$ cat src/rtl/phase_measure_if.sv
// Signal bundle between the phase comparator and its GPS/discipline side.
// The 'master' modport is the comparator view; 'slave' is the environment view.
interface phase_measure_if;
  logic        GPS_PPS;
  logic        Coarse_Align;
  logic        Local_PPS;
  logic [23:0] Measure_Phase;
  logic        Measure_Done;
  logic        Pps_Miss;

  modport master (
    input  GPS_PPS,
    input  Coarse_Align,
    output Local_PPS,
    output Measure_Phase,
    output Measure_Done,
    output Pps_Miss
  );

  modport slave (
    output GPS_PPS,
    output Coarse_Align,
    input  Local_PPS,
    input  Measure_Phase,
    input  Measure_Done,
    input  Pps_Miss
  );
endinterface

$ cat src/rtl/phase_measure.sv
// Local 1PPS divider plus signed phase measurement against an asynchronous GPS 1PPS.
// Phase is in CLK_SYS cycles: positive when GPS leads, negative when the local divider leads.
module phase_measure #(
  parameter int unsigned DIV     = 10000000,
  parameter int unsigned PULSE_W = 1000,
  parameter int unsigned WINDOW  = 5000000
) (
  input logic             CLK_SYS,
  input logic             CLK_RST,
  phase_measure_if.master pm
);

  localparam int unsigned      DivW    = $clog2(DIV);
  localparam logic [DivW-1:0]  DivLast = DivW'(DIV - 1);
  localparam logic [DivW-1:0]  PulseW  = DivW'(PULSE_W);
  localparam logic [DivW-1:0]  AlignLd = DivW'(3);
  localparam logic [23:0]      Window  = 24'(WINDOW);

  typedef enum logic [1:0] {StIdle, StWaitLocal, StWaitGps} state_e;

  state_e          state_q, state_d;
  logic            gps_s1_q, gps_s2_q, gps_d_q, gps_evt_q;
  logic [2:0]      loc_pipe_q;
  logic [DivW-1:0] div_cnt_q, div_cnt_d;
  logic            local_pps_q;
  logic [23:0]     pc_q, pc_d;
  logic [23:0]     phase_q, phase_d;
  logic            upd_q, upd_d;
  logic            done_q;
  logic            miss_q, miss_d;
  logic            align;
  logic            wrap;
  logic            gps_evt, loc_evt;

  assign gps_evt = gps_evt_q;
  assign loc_evt = loc_pipe_q[2];
  assign wrap    = (div_cnt_q == DivLast);

  always_comb begin
    state_d = state_q;
    pc_d    = pc_q;
    phase_d = phase_q;
    upd_d   = 1'b0;
    miss_d  = 1'b0;
    align   = 1'b0;
    unique case (state_q)
      StIdle: begin
        if (gps_evt && pm.Coarse_Align) begin
          align = 1'b1;
        end else if (gps_evt && loc_evt) begin
          phase_d = '0;
          upd_d   = 1'b1;
        end else if (gps_evt) begin
          pc_d    = 24'd1;
          state_d = StWaitLocal;
        end else if (loc_evt) begin
          pc_d    = 24'd1;
          state_d = StWaitGps;
        end
      end
      // A repeat of the starting source is deliberately not looked at while waiting.
      StWaitLocal: begin
        if (loc_evt) begin
          phase_d = pc_q;
          upd_d   = 1'b1;
          state_d = StIdle;
        end else if (pc_q == Window) begin
          miss_d  = 1'b1;
          state_d = StIdle;
        end else begin
          pc_d = pc_q + 24'd1;
        end
      end
      StWaitGps: begin
        if (gps_evt) begin
          phase_d = 24'd0 - pc_q;
          upd_d   = 1'b1;
          state_d = StIdle;
        end else if (pc_q == Window) begin
          miss_d  = 1'b1;
          state_d = StIdle;
        end else begin
          pc_d = pc_q + 24'd1;
        end
      end
      default: state_d = StIdle;
    endcase
  end

  // Loading 3 compensates the GPS path latency so the next wraps line up with GPS.
  always_comb begin
    if (align) begin
      div_cnt_d = AlignLd;
    end else if (wrap) begin
      div_cnt_d = '0;
    end else begin
      div_cnt_d = div_cnt_q + DivW'(1);
    end
  end

  always_ff @(posedge CLK_SYS or negedge CLK_RST) begin
    if (!CLK_RST) begin
      gps_s1_q    <= 1'b0;
      gps_s2_q    <= 1'b0;
      gps_d_q     <= 1'b0;
      gps_evt_q   <= 1'b0;
      loc_pipe_q  <= '0;
      div_cnt_q   <= '0;
      local_pps_q <= 1'b0;
      state_q     <= StIdle;
      pc_q        <= '0;
      phase_q     <= '0;
      upd_q       <= 1'b0;
      done_q      <= 1'b0;
      miss_q      <= 1'b0;
    end else begin
      gps_s1_q    <= pm.GPS_PPS;
      gps_s2_q    <= gps_s1_q;
      gps_d_q     <= gps_s2_q;
      gps_evt_q   <= gps_s2_q & ~gps_d_q;
      loc_pipe_q  <= align ? 3'b000 : {loc_pipe_q[1:0], wrap};
      div_cnt_q   <= div_cnt_d;
      local_pps_q <= (div_cnt_d < PulseW);
      state_q     <= state_d;
      pc_q        <= pc_d;
      phase_q     <= phase_d;
      upd_q       <= upd_d;
      done_q      <= upd_q;
      miss_q      <= miss_d;
    end
  end

  assign pm.Local_PPS     = local_pps_q;
  assign pm.Measure_Phase = phase_q;
  assign pm.Measure_Done  = done_q;
  assign pm.Pps_Miss      = miss_q;

endmodule

$ cat src/flat_wrapper.sv
// flat-port wrapper written by rule: the top's interface ports become plain ports
module phase_measure_flat 
#(
  parameter int unsigned DIV     = 10000000,
  parameter int unsigned PULSE_W = 1000,
  parameter int unsigned WINDOW  = 5000000
)
  (CLK_SYS, CLK_RST, pm_GPS_PPS, pm_Coarse_Align, pm_Local_PPS, pm_Measure_Phase, pm_Measure_Done, pm_Pps_Miss);
  phase_measure_if pm_i ();
  input logic CLK_SYS;
  input logic CLK_RST;
  input wire logic [$bits(pm_i.GPS_PPS)-1:0] pm_GPS_PPS;
  input wire logic [$bits(pm_i.Coarse_Align)-1:0] pm_Coarse_Align;
  output wire logic [$bits(pm_i.Local_PPS)-1:0] pm_Local_PPS;
  output wire logic [$bits(pm_i.Measure_Phase)-1:0] pm_Measure_Phase;
  output wire logic [$bits(pm_i.Measure_Done)-1:0] pm_Measure_Done;
  output wire logic [$bits(pm_i.Pps_Miss)-1:0] pm_Pps_Miss;
  assign pm_i.GPS_PPS = pm_GPS_PPS;
  assign pm_i.Coarse_Align = pm_Coarse_Align;
  assign pm_Local_PPS = pm_i.Local_PPS;
  assign pm_Measure_Phase = pm_i.Measure_Phase;
  assign pm_Measure_Done = pm_i.Measure_Done;
  assign pm_Pps_Miss = pm_i.Pps_Miss;
  phase_measure #(.DIV(DIV), .PULSE_W(PULSE_W), .WINDOW(WINDOW)) u_core (.CLK_SYS(CLK_SYS), .CLK_RST(CLK_RST), .pm(pm_i));
endmodule
$ cat config.mk
export PLATFORM = sky130hd
export DESIGN_NAME = phase_measure_flat
export DESIGN_NICKNAME = d
export VERILOG_FILES = /design/src/rtl/phase_measure_if.sv /design/src/rtl/phase_measure.sv /design/src/flat_wrapper.sv
export SDC_FILE = /design/constraint.sdc
export NUM_CORES = 1
export LEC_CHECK = 0
export BUFFER_PORTS_ARGS = -buffer_cell sky130_fd_sc_hd__buf_2
export CAP_MARGIN = 20
export CORE_MARGIN = 5
export CORE_UTILIZATION = 50
export CTS_BUF_LIST = sky130_fd_sc_hd__clkbuf_16
export CTS_CLUSTER_DIAMETER = 80
export DETAILED_ROUTE_END_ITERATION = 10
export GPL_TIMING_DRIVEN = 0
export PLACE_DENSITY_LB_ADDON = 0.3
export SLEW_MARGIN = 20
export SYNTH_ARGS = -nofsm -noshare
export SYNTH_HDL_FRONTEND = slang
export SYNTH_SLANG_ARGS = --single-unit
$ cat constraint.sdc
create_clock -name CLK_SYS -period 8.19 [get_ports CLK_SYS]
set_clock_uncertainty 0.15 [all_clocks]
set_input_delay 0.4095 -clock CLK_SYS [delete_from_list [all_inputs] [get_ports CLK_SYS]]
set_output_delay 0.4095 -clock CLK_SYS [all_outputs]
set_load 0.02 [all_outputs]
==> results by group, run 1 <==
Critical path
  – Crit end category: flop
  – Max FO, Critical Path: 10
  – Critical path class: reg2reg
  – Crit start category: flop
  – Crit path required time: 8.24 ns
  – WP data arrival: 3.07 ns
  – Peak per-stage delay on the critical path: 0.55 ns
  – Critical-path top delay cell: or4_1
  – CP Cell Sequence: inv_1 > ha_1 > clkbuf_1 > a22o_1 > a311o_1 > or4_1 > buf_2 > nor4_4 > xnor2_1 > nor2_1

Pwr
  – Sw frac: 0.415
  – Clk network pwr share: 0.253
  – P per Cell Area: 258 nW/um2
  – Leak pwr: 2.37 nW
  – Maximum vdd drop: 0.121 mV
  – NetSw: 0.000602 W
  – Logic pwr share: 0.390
  – Cell internal pwr: 0.000848 W
  – Seq pwr share: 0.357

Clocking
  – Root Driver: clkbuf_16
  – Clock latency at the later pin of the worst-skew pair: 0.34 ns
  – Worst-path clk slew: 0.06 ns
  – TritonCTS clock tree: done
  – H-tree Lvls: 3
  – Clock sink total: 85
  – Clk buf depth: 2
  – TritonCTS Buffers: 9

Floorplan
  – Initial Utilization: 0.511
  – I/O pins: 31
  – Die Area: 12100 um2
  – Core area: 9770 um2
  – Die Y: 110 um
  – Die Wd: 110 um
  – Core Rows: 36

Timing
  – Final hold vios: 0
  – Fin crit period: 3.02 ns
  – Max-slew violation count: 0
  – # setup viols final: 0
  – RSZ-0062 raised after global routing: false
  – Slew headroom: 0.511
  – Setup TNS: 0 ns
  – Top achievable clock speed: 332 MHz
  – Tcrit/Tclk final: 0.368
  – Tightest Pin Transition: 0.727 ns

Detailed routing
  – Iter 0 DRT Violations: 371
  – Antenna Nets Post-Route: 0
  – Total wire length: 11800 um
  – First-pass iteration count of the detailed router: 7
  – Avg Vias per Cell: 5.77
  – Residual DRC count: 0
  – Avg WL per Cell: 15.8 um
  – Vias: 4331

Synthesis
  – Leading area contributor after synthesis: dfrtp_1
  – Commonest cells in the netlist: dfrtp_1, nor2_1, nand2_1, clkbuf_1, xnor2_1
  – Async SR Flop Fraction: 1.00
  – Synth Register Bits: 85
  – Distinct cells, synth: 58
  – Top-count cell post-synth: dfrtp_1
  – Synth warn: 0
  – Post-synth top flop: dfrtp_1
  – Yosys top cell area share: 0.426
  – Seq/Total Area, Yosys: 0.426
  – Avg Cell Area, Syn: 8.77 um2
  – Syn nets: 580
  – EDFF count, synth: 0
  – Netlist Area Pre-Place: 4990 um2
  – Largest cells by area after synthesis: dfrtp_1, xnor2_1, nor2_1, nand2_1, xor2_1
  – Cells after synthesis: 569

Global routing
  – First-pass GRT wire length: 20000 um
  – Initial antenna violation count: 0
  – Vias in the first global route: 4080
  – Largest net degree at the start of global routing: 53
  – Remaining global-route overflow: 0
  – Gr usage total: 0.208

Min path
  – Hold Path Class: in2reg

Cells and area
  – Area grow syn2layout: 12.5%
  – Fin util: 0.575
  – Antenna Cells: 0
  – Final nets: 623
  – Share of cells above drive strength 1: 0.109
  – Fill cells: 863

Placed design
  – Hpwl dp: 8630 um
  – I/O Buffers: 30
  – Final RePlAce weighted congestion: 0.890

Flow run
  – Max cap viols: 0

Outcome
  – Status: complete, no violations
through the flow:
stage                     worst slack, ns  std cells  hold WS [ns]  instance area [um2]  total power [W]
after floorplan                      5.54        569       -0.0361                 4990         0.000911
after CTS                            5.19        750        0.0232                 5620          0.00145
final                                5.17        750        0.0253                 5620          0.00145
after detailed placement             5.22        733         0.193                 5340          0.00108
after global placement               5.25        732         0.185                 5310          0.00106
after global routing                 5.02        750        0.0232                 5620          0.00154
power groups by stage:
stage | clock [W] | combinational [W] | sequential, W
after floorplan | 0 | 0.000359 | 0.000552
after global placement | 0 | 0.000540 | 0.000521
after detailed placement | 0 | 0.000558 | 0.000524
after CTS | 0.000374 | 0.000561 | 0.000517
after global routing | 0.000395 | 0.000621 | 0.000525
final | 0.000367 | 0.000565 | 0.000517
state kept, by name, indices dropped and copies added (netlist names):
register / flops
u_core.div_cnt_q: 24
u_core.gps_d_q: 1
u_core.gps_evt: 1
u_core.gps_s1_q: 1
u_core.gps_s2_q: 1
u_core.loc_pipe_q: 3
u_core.pc_q: 24
u_core.pm.Local_PPS: 1
u_core.pm.Measure_Done: 1
u_core.pm.Measure_Phase: 24
u_core.pm.Pps_Miss: 1
u_core.state_q: 2
u_core.upd_q: 1
path summary, 6_finish.rpt:
| kind | from | end | slack [ns] | cells past startpoint |
|---|---|---|---|---|
| max in group asynchronous | CLK_RST | u_core.pc_q[23] | 6.88 | 3 |
| hold reg to reg | u_core.upd_q | u_core.pm.Measure_Done | 0.20 | 0 |
| min in group asynchronous | CLK_RST | u_core.gps_evt | 0.41 | 2 |
| setup reg to reg | u_core.state_q[0] | u_core.pc_q[22] | 5.17 | 10 |
| hold / removal | pm_GPS_PPS | u_core.gps_s1_q | 0.03 | 1 |
| setup / recovery | u_core.state_q[0] | u_core.pc_q[22] | 5.17 | 10 |
area by class of cell:
cell class | instances | area [um2] | share of cell area
buffer | 44 | 190 | 0.0339
sequential | 85 | 2130 | 0.379
clock inverter | 7 | 43.8 | 0.00780
timing repair buffer | 32 | 190 | 0.0339
clock buffer | 9 | 225 | 0.0401
multi-input combinational | 419 | 2590 | 0.462
inverter | 21 | 78.8 | 0.0140
tap | 133 | 166 | 0.0296
repair_timing:
action	CTS	global route
hold buffers	1	0
buffers inserted	0	0
gates resized for setup	0	0
endpoints found under the hold margin	33	0
cells by family (layout without fill, tap and decap cells):
logic type                 after synthesis  count (layout)  share of synthesized area
xor gates and xnor gates                51              51                     0.0895
buffers and inverters                   65             113                     0.0539
DFF                                     85              85                      0.426
and+or+nand+nor                        265             265                      0.281
muxes                                    4               4                    0.00802
AOI/OAI and AO/OA                       92              92                      0.124
adders and majority gates                7               7                     0.0175
routing by layer:
layer,share of wire,vias up,routed length [um],GRT usage
met3,0.052,19,618,0.0341
met2,0.48,145,5680,0.340
met5,0,-,0,0
met1,0.45,2081,5320,0.282
li1,-,2086,-,-
met4,0.017,0,204,0.0641
placed cells by master (no fill, tap or decap), drive strengths merged, types with 5 or more instances in the layout:
| cell | n |
|---|---|
| dfrtp | 85 |
| xnor2 | 33 |
| o22ai | 7 |
| nand4 | 14 |
| a31oi | 5 |
| and2 | 7 |
| or3 | 9 |
| nor2 | 74 |
| and3 | 5 |
| nor4b | 10 |
| nor4 | 17 |
| a21oi | 22 |
| nand2 | 62 |
| a22oi | 8 |
| a22o | 10 |
| xor2 | 18 |
| inv | 22 |
| ha | 7 |
| nor3 | 18 |
| clkinv | 5 |
| o31ai | 6 |
| o21ai | 17 |
| nand3 | 23 |
| buf | 39 |
| clkbuf | 45 |
worst max-delay path, delay by kind of cell (launching register included):
family	cells	cell delay [ns]
buffers and inverters	3	0.52
XOR/XNOR	1	0.15
AND/OR/NAND/NOR	3	0.83
AO/OA/AOI/OAI	2	0.63
adder cells (fa/ha/maj)	1	0.20
flip-flops	1	0.39
No activity file was read; power rests on OpenSTA's default activity.
==> inputs of run 2 (changes only) <==
- clock period: 8.19 -> 2.92 ns (I/O delays scaled with it)
==> results by group, run 2 (synthesized netlist as in run 1, its figures left out) <==
Detailed routing
  – Total wire length: 11900 um (+0.52%)
  – Antenna Nets Post-Route: 0 (unchanged)
  – Avg WL per Cell: 15.8 um (+0.52%)
  – Residual DRC count: 0 (unchanged)
  – First-pass iteration count of the detailed router: 6 (-1)
  – Avg Vias per Cell: 5.80 (+0.46%)
  – Vias: 4351 (+0.46%)
  – Iter 0 DRT Violations: 391 (+5.4%)

Critical path
  – Worst R2R Setup Slack: 0.11 ns (-5.06 ns)
  – R2R Path End: u_core.pc_q[22]
  – Crit end category: flop
  – Critical path class: reg2reg
  – WP data arrival: 2.86 ns (-0.21 ns)
  – Crit path required time: 2.97 ns (-5.27 ns)
  – Worst r2r src: u_core.state_q[1]
  – Crit start category: flop
  – Critical Path Start: u_core.state_q[1]
  – Reg2reg path depth: 9 (-1)
  – Max FO, Critical Path: 6 (-4)
  – End point of the critical path: u_core.pc_q[22]

Placed design
  – Place WS: -0.0457 ns (-5.27 ns)
  – Placed inst area: 5340 um2 (unchanged)
  – I/O Buffers: 30 (unchanged)
  – Hpwl dp: 8630 um (unchanged)
  – Placed cells: 733 (unchanged)
  – Final RePlAce weighted congestion: 0.890 (unchanged)

Global routing
  – Vias in the first global route: 4083 (+0.074%)
  – Initial antenna violation count: 0 (unchanged)
  – Remaining global-route overflow: 0 (unchanged)
  – Gr usage total: 0.208 (unchanged)
  – First-pass GRT wire length: 20000 um (about the same)
  – Largest net degree at the start of global routing: 53 (unchanged)

Timing
  – Tightest Pin Transition: 0.717 ns (-0.0108 ns)
  – Final hold vios: 0 (unchanged)
  – Fin crit period: 2.81 ns (-0.207 ns)
  – Top achievable clock speed: 356 MHz (+7.4%)
  – Slew headroom: 0.519 (+0.00724)
  – Tcrit/Tclk final: 0.962 (+0.593)
  – Fin worst setup slack: 0.112 ns (-5.06 ns)
  – # setup viols final: 0 (unchanged)
  – Max-slew violation count: 0 (unchanged)

Floorplan
  – Core area: 9770 um2 (unchanged)
  – Initial Utilization: 0.511 (unchanged)
  – Die Area: 12100 um2 (unchanged)
  – Die Y: 110 um (unchanged)
  – Core Rows: 36 (unchanged)
  – I/O pins: 31 (unchanged)
  – Die Wd: 110 um (unchanged)

Clocking
  – Clock latency at the later pin of the worst-skew pair: 0.34 ns (about the same)
  – Clk buf depth: 2 (unchanged)
  – Root Driver: clkbuf_16
  – TritonCTS Buffers: 9 (unchanged)
  – H-tree Lvls: 3 (unchanged)
  – Worst-path clk slew: 0.06 ns (about the same)
  – TritonCTS clock tree: done
  – Clock sink total: 85 (unchanged)

Cells and area
  – Fin area: 5670 um2 (+0.96%)
  – Final nets: 623 (unchanged)
  – Fill cells: 860 (-0.35%)
  – Antenna Cells: 0 (unchanged)
  – Cell Count, Final, Fillers Out: 750 (unchanged)
  – Commonest non-fill, non-tap cell in the layout: dfrtp_1
  – Area grow syn2layout: 13.6%
  – Most frequent cells in the layout: dfrtp_1, nor2_1, nand2_1
  – Share of cells above drive strength 1: 0.125 (+0.0162)

Pwr
  – P per Cell Area: 722 nW/um2 (+180%)
  – Power Total: 0.00409 W (+180%)
  – Leak pwr: 2.39 nW (+0.76%)
  – Maximum vdd drop: 0.338 mV (+180%)

Flow run
  – Max cap viols: 0 (unchanged)

Outcome
  – Status: complete, no violations

Min path
  – Hold Path Class: in2reg
-- run 2: stage by stage --
| step | setup TNS [ns] | util | hold slack, ns |
|---|---|---|---|
| floorplan | 0 | - | -0.300 |
| global placement | -0.0581 | 0.543 | 0.107 |
| detailed placement | -0.168 | 0.546 | -0.0269 |
| CTS | 0 | 0.575 | 0.0497 |
| global route | -0.00359 | 0.580 | 0.0601 |
| finish | 0 | 0.580 | 0.0466 |
-- run 2: metal layers --
metal  vias up  part of all wire  GRT usage
met5         -                 0          0
met4         0             0.019     0.0668
met3        24             0.059     0.0341
met2       150              0.48      0.339
met1      2087              0.44      0.281
li1       2090                 -          -
-- run 2: what timing repair did --
item                                    CTS  global route
gates resized for setup                   0            14
endpoints found under the setup margin    8            31
hold endpoints to repair                 34             0
pin swaps                                 0             1
hold buffers                              2             0
buffers inserted                          0             1
-- run 2: layout make-up --
type                    instances  area [um2]  share of cell area
plain buffers                  42         188              0.0331
clock buffers                   9         225              0.0397
clock inverters                 7        43.8             0.00772
inverters                      21        78.8              0.0139
multi-input cells             419        2630               0.464
flip-flops and latches         85        2130               0.375
well taps                     133         166              0.0293
repair buffers                 34         208              0.0366
-- run 2: worst min-delay path by stage --
stage,from,to,slack (ns),cells past startpoint
2_1_floorplan,CLK_RST,u_core.div_cnt_q[0],-0.30,0
3_3_place_gp,pm_GPS_PPS,u_core.gps_s1_q,0.11,1
3_5_place_dp,CLK_RST,u_core.gps_evt,-0.03,1
4_1_cts,pm_Coarse_Align,u_core.div_cnt_q[1],0.05,3
5_1_grt,pm_Coarse_Align,u_core.div_cnt_q[1],0.06,3
6_report,pm_Coarse_Align,u_core.div_cnt_q[1],0.05,3
-- run 2: worst max-delay path: stages, from the launching register on --
cell	delay, ns
dfrtp_2	0.43
inv_1	0.08
ha_2	0.22
a22o_1	0.25
a311o_1	0.38
or4_1	0.55
buf_4	0.19
nor4_4	0.22
xnor2_1	0.15
nor2_1	0.05
-- run 2: where the power goes --
part           internal [W]  switching, W  total [W]
registers           0.00133      0.000121    0.00145
clock network      0.000571      0.000453    0.00102
logic              0.000496       0.00112    0.00162
total               0.00240       0.00169    0.00409
